File: src/rtl/sat_accum_unit.sv
// sat_accum_unit: job-based signed 16-bit accumulator with saturation and sticky overflow.
module sat_accum_unit (
  input  logic        clk,
  input  logic        rst,
  input  logic        start,
  input  logic [3:0]  count,
  input  logic        in_valid,
  input  logic [15:0] in_data,
  input  logic        in_sub,
  output logic        in_ready,
  output logic        out_valid,
  output logic [15:0] out_data,
  output logic        out_ovfl,
  input  logic        out_ready,
  output logic        busy
);

  localparam int unsigned DW = 16;
  localparam int unsigned CW = 4;

  typedef enum logic [1:0] {
    IDLE  = 2'd0,
    ACCUM = 2'd1,
    DONE  = 2'd2
  } state_t;

  state_t          state, state_next;
  logic [CW-1:0]   rem, rem_next;
  logic [DW-1:0]   acc_next;
  logic            ovfl_next;
  logic [DW:0]     sum;
  logic [DW-1:0]   sat;
  logic            clamp;

  // Exact 17-bit sum/difference and its saturated 16-bit form.
  always_comb begin
    sum   = in_sub ? ({out_data[DW-1], out_data} - {in_data[DW-1], in_data})
                   : ({out_data[DW-1], out_data} + {in_data[DW-1], in_data});
    clamp = sum[DW] ^ sum[DW-1];
    if (!clamp)
      sat = sum[DW-1:0];
    else if (sum[DW])
      sat = 16'h8000;
    else
      sat = 16'h7FFF;
  end

  // Next-state and next-datapath logic.
  always_comb begin
    state_next = state;
    acc_next   = out_data;
    ovfl_next  = out_ovfl;
    rem_next   = rem;
    unique case (state)
      IDLE: begin
        if (start) begin
          acc_next  = '0;
          ovfl_next = 1'b0;
          if (count != '0) begin
            rem_next   = count;
            state_next = ACCUM;
          end else begin
            rem_next   = '0;
            state_next = DONE;
          end
        end
      end
      ACCUM: begin
        if (in_valid) begin
          acc_next = sat;
          if (clamp) ovfl_next = 1'b1;
          rem_next = rem - CW'(1);
          if (rem == CW'(1)) state_next = DONE;
        end
      end
      DONE: begin
        if (out_ready) state_next = IDLE;
      end
      default: state_next = IDLE;
    endcase
  end

  // State, datapath and registered status outputs; reset has top priority.
  always_ff @(posedge clk) begin
    if (rst) begin
      state     <= IDLE;
      rem       <= '0;
      out_data  <= '0;
      out_ovfl  <= 1'b0;
      in_ready  <= 1'b0;
      out_valid <= 1'b0;
      busy      <= 1'b0;
    end else begin
      state     <= state_next;
      rem       <= rem_next;
      out_data  <= acc_next;
      out_ovfl  <= ovfl_next;
      in_ready  <= (state_next == ACCUM);
      out_valid <= (state_next == DONE);
      busy      <= (state_next != IDLE);
    end
  end

endmodule

File: config.mk
export PLATFORM = sky130hd
export DESIGN_NAME = sat_accum_unit
export DESIGN_NICKNAME = d
export VERILOG_FILES = /design/src/rtl/sat_accum_unit.sv
export SDC_FILE = /design/constraint.sdc
export NUM_CORES = 1
export LEC_CHECK = 0
export CORE_UTILIZATION = 35
export DETAILED_ROUTE_END_ITERATION = 10
export GPL_ROUTABILITY_DRIVEN = 0
export SETUP_SLACK_MARGIN = 0.05
export SLEW_MARGIN = 30
export SYNTH_ARGS = -nofsm -noshare
export SYNTH_HDL_FRONTEND = slang
export SYNTH_SLANG_ARGS = --single-unit
File: constraint.sdc
create_clock -name clk -period 5.12 [get_ports clk]
set_clock_uncertainty 0.05 [all_clocks]
set_input_delay 1.024 -clock clk [delete_from_list [all_inputs] [get_ports clk]]
set_output_delay 1.024 -clock clk [all_outputs]
set_load 0.02 [all_outputs]
==> results of run 1 <==
[layout make-up]
type / instances / area (µm²)
fill: 599 / 3200
multi-input combinational: 226 / 1570
sequential: 26 / 520
timing repair buffer: 50 / 488
tap: 75 / 93.8
inverter: 15 / 56.3
clock buffer: 3 / 41.3
clock inverter: 1 / 30.0
[synth_stat cells (2+ instances only)]
| cell | n |
|---|---|
| nand3_1 | 3 |
| xnor2_1 | 17 |
| dfxtp_1 | 26 |
| nand2_1 | 26 |
| nand2b_1 | 7 |
| or2_2 | 3 |
| buf_6 | 2 |
| inv_1 | 15 |
| o311ai_0 | 11 |
| ha_1 | 19 |
| o211ai_1 | 2 |
| a21o_1 | 5 |
| xor2_1 | 12 |
| a31oi_1 | 4 |
| or4_1 | 2 |
| and3_1 | 2 |
| a221oi_1 | 3 |
| nor4_1 | 4 |
| maj3_1 | 2 |
| o21ai_0 | 18 |
| clkbuf_1 | 6 |
| nor2_1 | 29 |
| a21oi_1 | 21 |
| nor3_1 | 6 |
[stage by stage]
step / cells / cell area (µm²) / total power, µW / hold slack, ps
after floorplan: 276 / 2190 / 457 / 434
after global placement: 392 / 2720 / 564 / 439
after detailed placement: 392 / 2720 / 566 / 440
after CTS: 396 / 2790 / 740 / 467
after global routing: 396 / 2800 / 785 / 483
final: 396 / 2800 / 735 / 464
[kinds of logic after synthesis]
family / after synthesis
xor gates and xnor gates: 30
AOI/OAI and AO/OA: 82
DFF: 26
muxes: 2
and+or+nand+nor: 90
adders and majority gates: 22
buffers and inverters: 24
[placed cells by master (no fill, tap or decap), drive strengths merged, types with 12 or more instances in the layout]
cell           synthesis  final
clkdlybuf4s50          0     45
nor2                  29     29
nand2                 26     26
dfxtp                 26     26
a21oi                 21     21
ha                    19     19
o21ai                 18     18
xnor2                 18     18
inv                   15     15
xor2                  12     12
o311ai                12     12
[routing by layer]
layer  vias up  track usage (%)  share of wire [%]
met5         -                0                  0
met4         0             3.75               0.90
met3         4             2.70                2.8
met2        31             30.0                 48
met1       985             22.8                 48
li1       1095                -                  -
[registers in the layout, summed over array words and instances (netlist names)]
signal	flops
state	2
busy	1
out_ovfl	1
out_valid	1
rem	4
in_ready	1
out_data	16
[power breakdown]
| part | leakage [µW] | internal, µW | switching, µW |
|---|---|---|---|
| clock network | 0.0000357 | 105 | 67.3 |
| registers | 0.000213 | 221 | 17.2 |
| logic | 0.000869 | 152 | 173 |
| total | 0.00112 | 478 | 257 |
[final timing paths]
check	slack, ps	to	cells past startpoint
worst max register to register	2280	out_data[10]	10
worst min register to register	460	out_data[0]	2
worst min-delay path	460	out_data[0]	2
worst max-delay path	250	out_data[10]	15
[worst reg2reg max path, delay by kind of cell (launching register included)]
kind,cells,cell delay (ps)
compound gates,4,830
simple gates,2,750
fa+ha+maj,2,600
flops,1,380
xor+xnor,1,70
buf+inv,1,60
==> flow_summary.json, run 1 <==
{
  "outcome": "finished, final reports clean",
  "cp_cell_sequence": "clkdlybuf4s50_1 -> or4_4 -> nor3_1 -> nand3_1 -> nand2_1 -> o21ai_0 -> xnor2_1 -> ha_1 -> a21o_1 -> a21o_1 -> a221o_1 -> a31o_2 -> xnor2_2 -> or3_2 -> o311ai_0",
  "layout_setup_ws_ps": 253,
  "clockRootBuffer": "clkbuf_8",
  "ys_warn_count": 0,
  "critPathCaptureType": "register",
  "cp_max_fo": 13,
  "grt_antenna_before_repair": 0,
  "cts_tree": "yes",
  "finalCritPeriodShare_pct": 95.1,
  "vias": 2115,
  "dieHeight_um": 81.1,
  "drc_errors": 0,
  "grt_max_degree": 17,
  "netlist_instances": 276,
  "pre_cts_ws_ps": 27.5,
  "antenna_left": 0,
  "drt_pass1_iterations": 4,
  "die_width_um": 81.1,
  "postCtsSetupBuffers": 0,
  "clock_sinks": 26,
  "hold_viol": 0,
  "track_usage_pct": 17.5,
  "worstPathArrival_ps": 4990,
  "synth_fp_nets": 322,
  "p_leak_uw": 0.00112,
  "worstSetupPathType": "in -> reg",
  "fin_util_pct": 46.7,
  "critPathBufInv": 1,
  "syn_area_mm2": 0.00219,
  "grt_pass1_vias": 1882,
  "avgRoutedWirePerCell_um": 14.0,
  "slew_viol_final": 0,
  "start_util_pct": 36.5,
  "startpoint_type": "input pin",
  "synth_area_leader_cell": "dfxtp_1",
  "viasPerCell": 5.34,
  "synth_compound_area_share_pct": 25.2,
  "synth-edff-count": 0,
  "ir_drop_mv": 0.112,
  "layout-drive-gt1-share_pct": 6.23,
  "synth-async-reset-ratio_pct": 0,
  "synthAdderAreaFrac_pct": 12.7,
  "htreeDepth": 1,
  "r2r_start": "out_data[0]",
  "finalSetupTns_ps": 0,
  "cp_slowest_stage_delay_ps": 600,
  "slew_headroom_pct": 56.8,
  "routed_wl_mm": 5.54,
  "ys_types": 55,
  "synth-simple-area-share_pct": 20.2,
  "drt-initial-drc-count": 77,
  "hp-class": "reg -> reg",
  "synth_top_family_by_area": "compound AO/OA/AOI/OAI gates",
  "fmax_mhz": 205,
  "synth_flop_cell": "dfxtp_1",
  "hold_buffers": 0,
  "cts_buffers": 3,
  "num_rows": 28,
  "core_area_mm2": 0.00599,
  "clock_latency_ps": 280,
  "synth_xor_area_share_pct": 12.3,
  "maxCapViolCount": 0,
  "layout-area-overhead-vs-synth_pct": 27.7,
  "yosysSeqAreaShare_pct": 23.8,
  "synthTopCellsByArea": "dfxtp_1 24%, ha_1 11%, xnor2_1 6.8%",
  "cp_top_family": "simple AND/OR/NAND/NOR gates",
  "cpMaxStageDelayCell": "or4_4",
  "io_buffers": 45,
  "powerDensity_mw_per_mm2": 263,
  "cts.clk_slew.worst_paths_ps": 90,
  "min-delay-start": "out_data[0]",
  "ys_ff_latch": 26,
  "finalCriticalPeriod_ps": 4870,
  "synthMuxAreaShare_pct": 0.972,
  "dp_hpwl_mm": 4.36,
  "io_pins": 46,
  "grt-ovfl-total": 0,
  "diodes": 0,
  "die-area_mm2": 0.00657,
  "nNetsFinal": 368,
  "tightest_slew_ps": 647,
  "crit_path_start": "in_data[4]",
  "ctsLongestPathBuffers": 2,
  "cts-resized-gates": 0,
  "avgSynthCellArea_um2": 7.93,
  "path_common_cell": "a21o_1",
  "synth_top_area_share_pct": 23.8,
  "grt_pass1_wl_mm": 8.93,
  "rsz0062_at_grt": "false",
  "setup_viol": 0,
  "required_ps": 5240
}
Power figures use the tool's default switching activity.
==> run 2: changes to the inputs <==
--- a/config.mk
+++ b/config.mk
@@ -5,9 +5,10 @@
 export SDC_FILE = /design/constraint.sdc
 export NUM_CORES = 1
 export LEC_CHECK = 0
-export CORE_UTILIZATION = 35
+export CORE_UTILIZATION = 30
 export DETAILED_ROUTE_END_ITERATION = 10
 export GPL_ROUTABILITY_DRIVEN = 0
+export GPL_TIMING_DRIVEN = 0
 export SETUP_SLACK_MARGIN = 0.05
 export SLEW_MARGIN = 30
 export SYNTH_ARGS = -nofsm -noshare
==> flow_summary.json, run 2 (synthesized netlist as in run 1, its figures left out) <==
{
  "mostFrequentLayoutCells": "45 x clkdlybuf4s50_1, 29 x nor2_1, 26 x nand2_1, 26 x dfxtp_1, 21 x a21oi_1",
  "clock_latency_ps": 280,
  "powerDensity_mw_per_mm2": 243,
  "cts_buffers": 3,
  "layout_setup_ws_ps": 361,
  "finalCritPeriodShare_pct": 92.9,
  "track_usage_pct": 15.4,
  "top_register": "out_data",
  "dp_hpwl_mm": 4.47,
  "pwr-share-comb_pct": 47.7,
  "die_width_um": 87.4,
  "clockRootBuffer": "clkbuf_8",
  "cts.clk_slew.worst_paths_ps": 90,
  "rsz0062_at_grt": "false",
  "routed_wl_mm": 5.65,
  "avgRoutedWirePerCell_um": 13.5,
  "drt-initial-drc-count": 87,
  "dpl.cell_count": 417,
  "worstSetupPathType": "in -> reg",
  "nFillCells": 757,
  "viasPerCell": 5.08,
  "largest_reg_flops": 16,
  "total_power_uw": 686,
  "tightest_slew_ps": 594,
  "hold_buffers": 0,
  "p_sw_uw": 260,
  "drc_errors": 0,
  "required_ps": 5240,
  "p_leak_uw": 0.00111,
  "core_area_mm2": 0.00691,
  "hold_viol": 0,
  "grt_pass1_wl_mm": 9.27,
  "clock_power_share_pct": 17.7,
  "cts-resized-gates": 0,
  "fmax_mhz": 210,
  "slew_viol_final": 0,
  "finalSetupTns_ps": 0,
  "layout-drive-gt1-share_pct": 5.25,
  "cts_tree": "yes",
  "dieHeight_um": 87.4,
  "maxCapViolCount": 0,
  "min-delay-start": "out_data[13]",
  "hp-class": "reg -> reg",
  "grt-ovfl-total": 0,
  "pre_cts_ws_ps": -140,
  "drt_pass1_iterations": 4,
  "io_buffers": 45,
  "antenna_left": 0,
  "critPathCaptureType": "register",
  "ctsLongestPathBuffers": 2,
  "grt_antenna_before_repair": 0,
  "start_util_pct": 31.7,
  "worstPathArrival_ps": 4880,
  "grt_max_degree": 14,
  "slew_headroom_pct": 60.4,
  "die-area_mm2": 0.00764,
  "ir_drop_mv": 0.0877,
  "outcome": "finished, final reports clean",
  "power.share.sequential_pct": 34.6,
  "clock_sinks": 26,
  "htreeDepth": 1,
  "postCtsSetupBuffers": 0,
  "vias": 2132,
  "setup_viol": 0,
  "diodes": 0,
  "num_rows": 30,
  "finalNonFillerCells": 420,
  "cellInternalPower_uw": 427,
  "reg_top3": "out_data (16), rem (4), state (2)",
  "switching_share_pct": 37.8,
  "grt_pass1_vias": 1990,
  "mostFrequentLayoutCell": "clkdlybuf4s50_1",
  "startpoint_type": "input pin",
  "cp_max_fo": 10,
  "r2r_start": "out_data[0]",
  "io_pins": 46,
  "nNetsFinal": 372,
  "whs_ps": 456,
  "crit_path_start": "in_data[4]",
  "finalCriticalPeriod_ps": 4760,
  "layout-area-overhead-vs-synth_pct": 29.2
}
==> run 2: power groups by stage <==
stage	clock network, µW	registers, µW	logic [µW]
3_3_place_gp	0	242	319
4_1_cts	125	238	323
5_1_grt	135	240	363
6_report	121	238	327
3_5_place_dp	0	242	321
2_1_floorplan	0	256	201
==> run 2: per-layer routing <==
metal / wire length, µm / GRT usage, % / vias up
li1: - / - / 1107
met1: 2690 / 20.5 / 986
met2: 2720 / 26.1 / 35
met3: 181 / 2.56 / 4
met4: 58 / 3.28 / 0
met5: 0 / 0 / -
==> run 2: stage by stage <==
step                cell area (µm²)  util [%]
floorplan                      2190         -
global placement               2760      39.9
detailed placement             2760      39.9
CTS                            2800      40.5
global route                   2830      40.9
finish                         2830      40.9
==> run 2: worst paths after layout <==
kind                   to  slack (ps)  cells after the start
max           out_data[9]         360                     16
min          out_data[13]         460                      2
max reg2reg   out_data[9]        2250                     11
min reg2reg  out_data[13]         460                      2
==> run 2: layout make-up <==
type / instances / area [µm²] / area share [%]
clock buffers: 3 / 41.3 / 1.46
flip-flops and latches: 26 / 520 / 18.4
plain buffers: 9 / 48.8 / 1.73
multi-input cells: 226 / 1590 / 56.2
inverters: 15 / 56.3 / 1.99
well taps: 96 / 120 / 4.25
repair buffers: 45 / 450 / 15.9
==> run 2: worst max-delay path, cell delays in order <==
cell,delay [ps]
clkdlybuf4s50_1,470
or4_4,600
nor3_2,160
nand3_1,90
nand2_1,140
o21ai_0,120
xnor2_1,140
ha_1,340
a21o_1,190
a21o_1,170
a221o_1,340
a31o_2,260
xnor2_4,180
and2_4,210
buf_6,140
o311ai_0,300
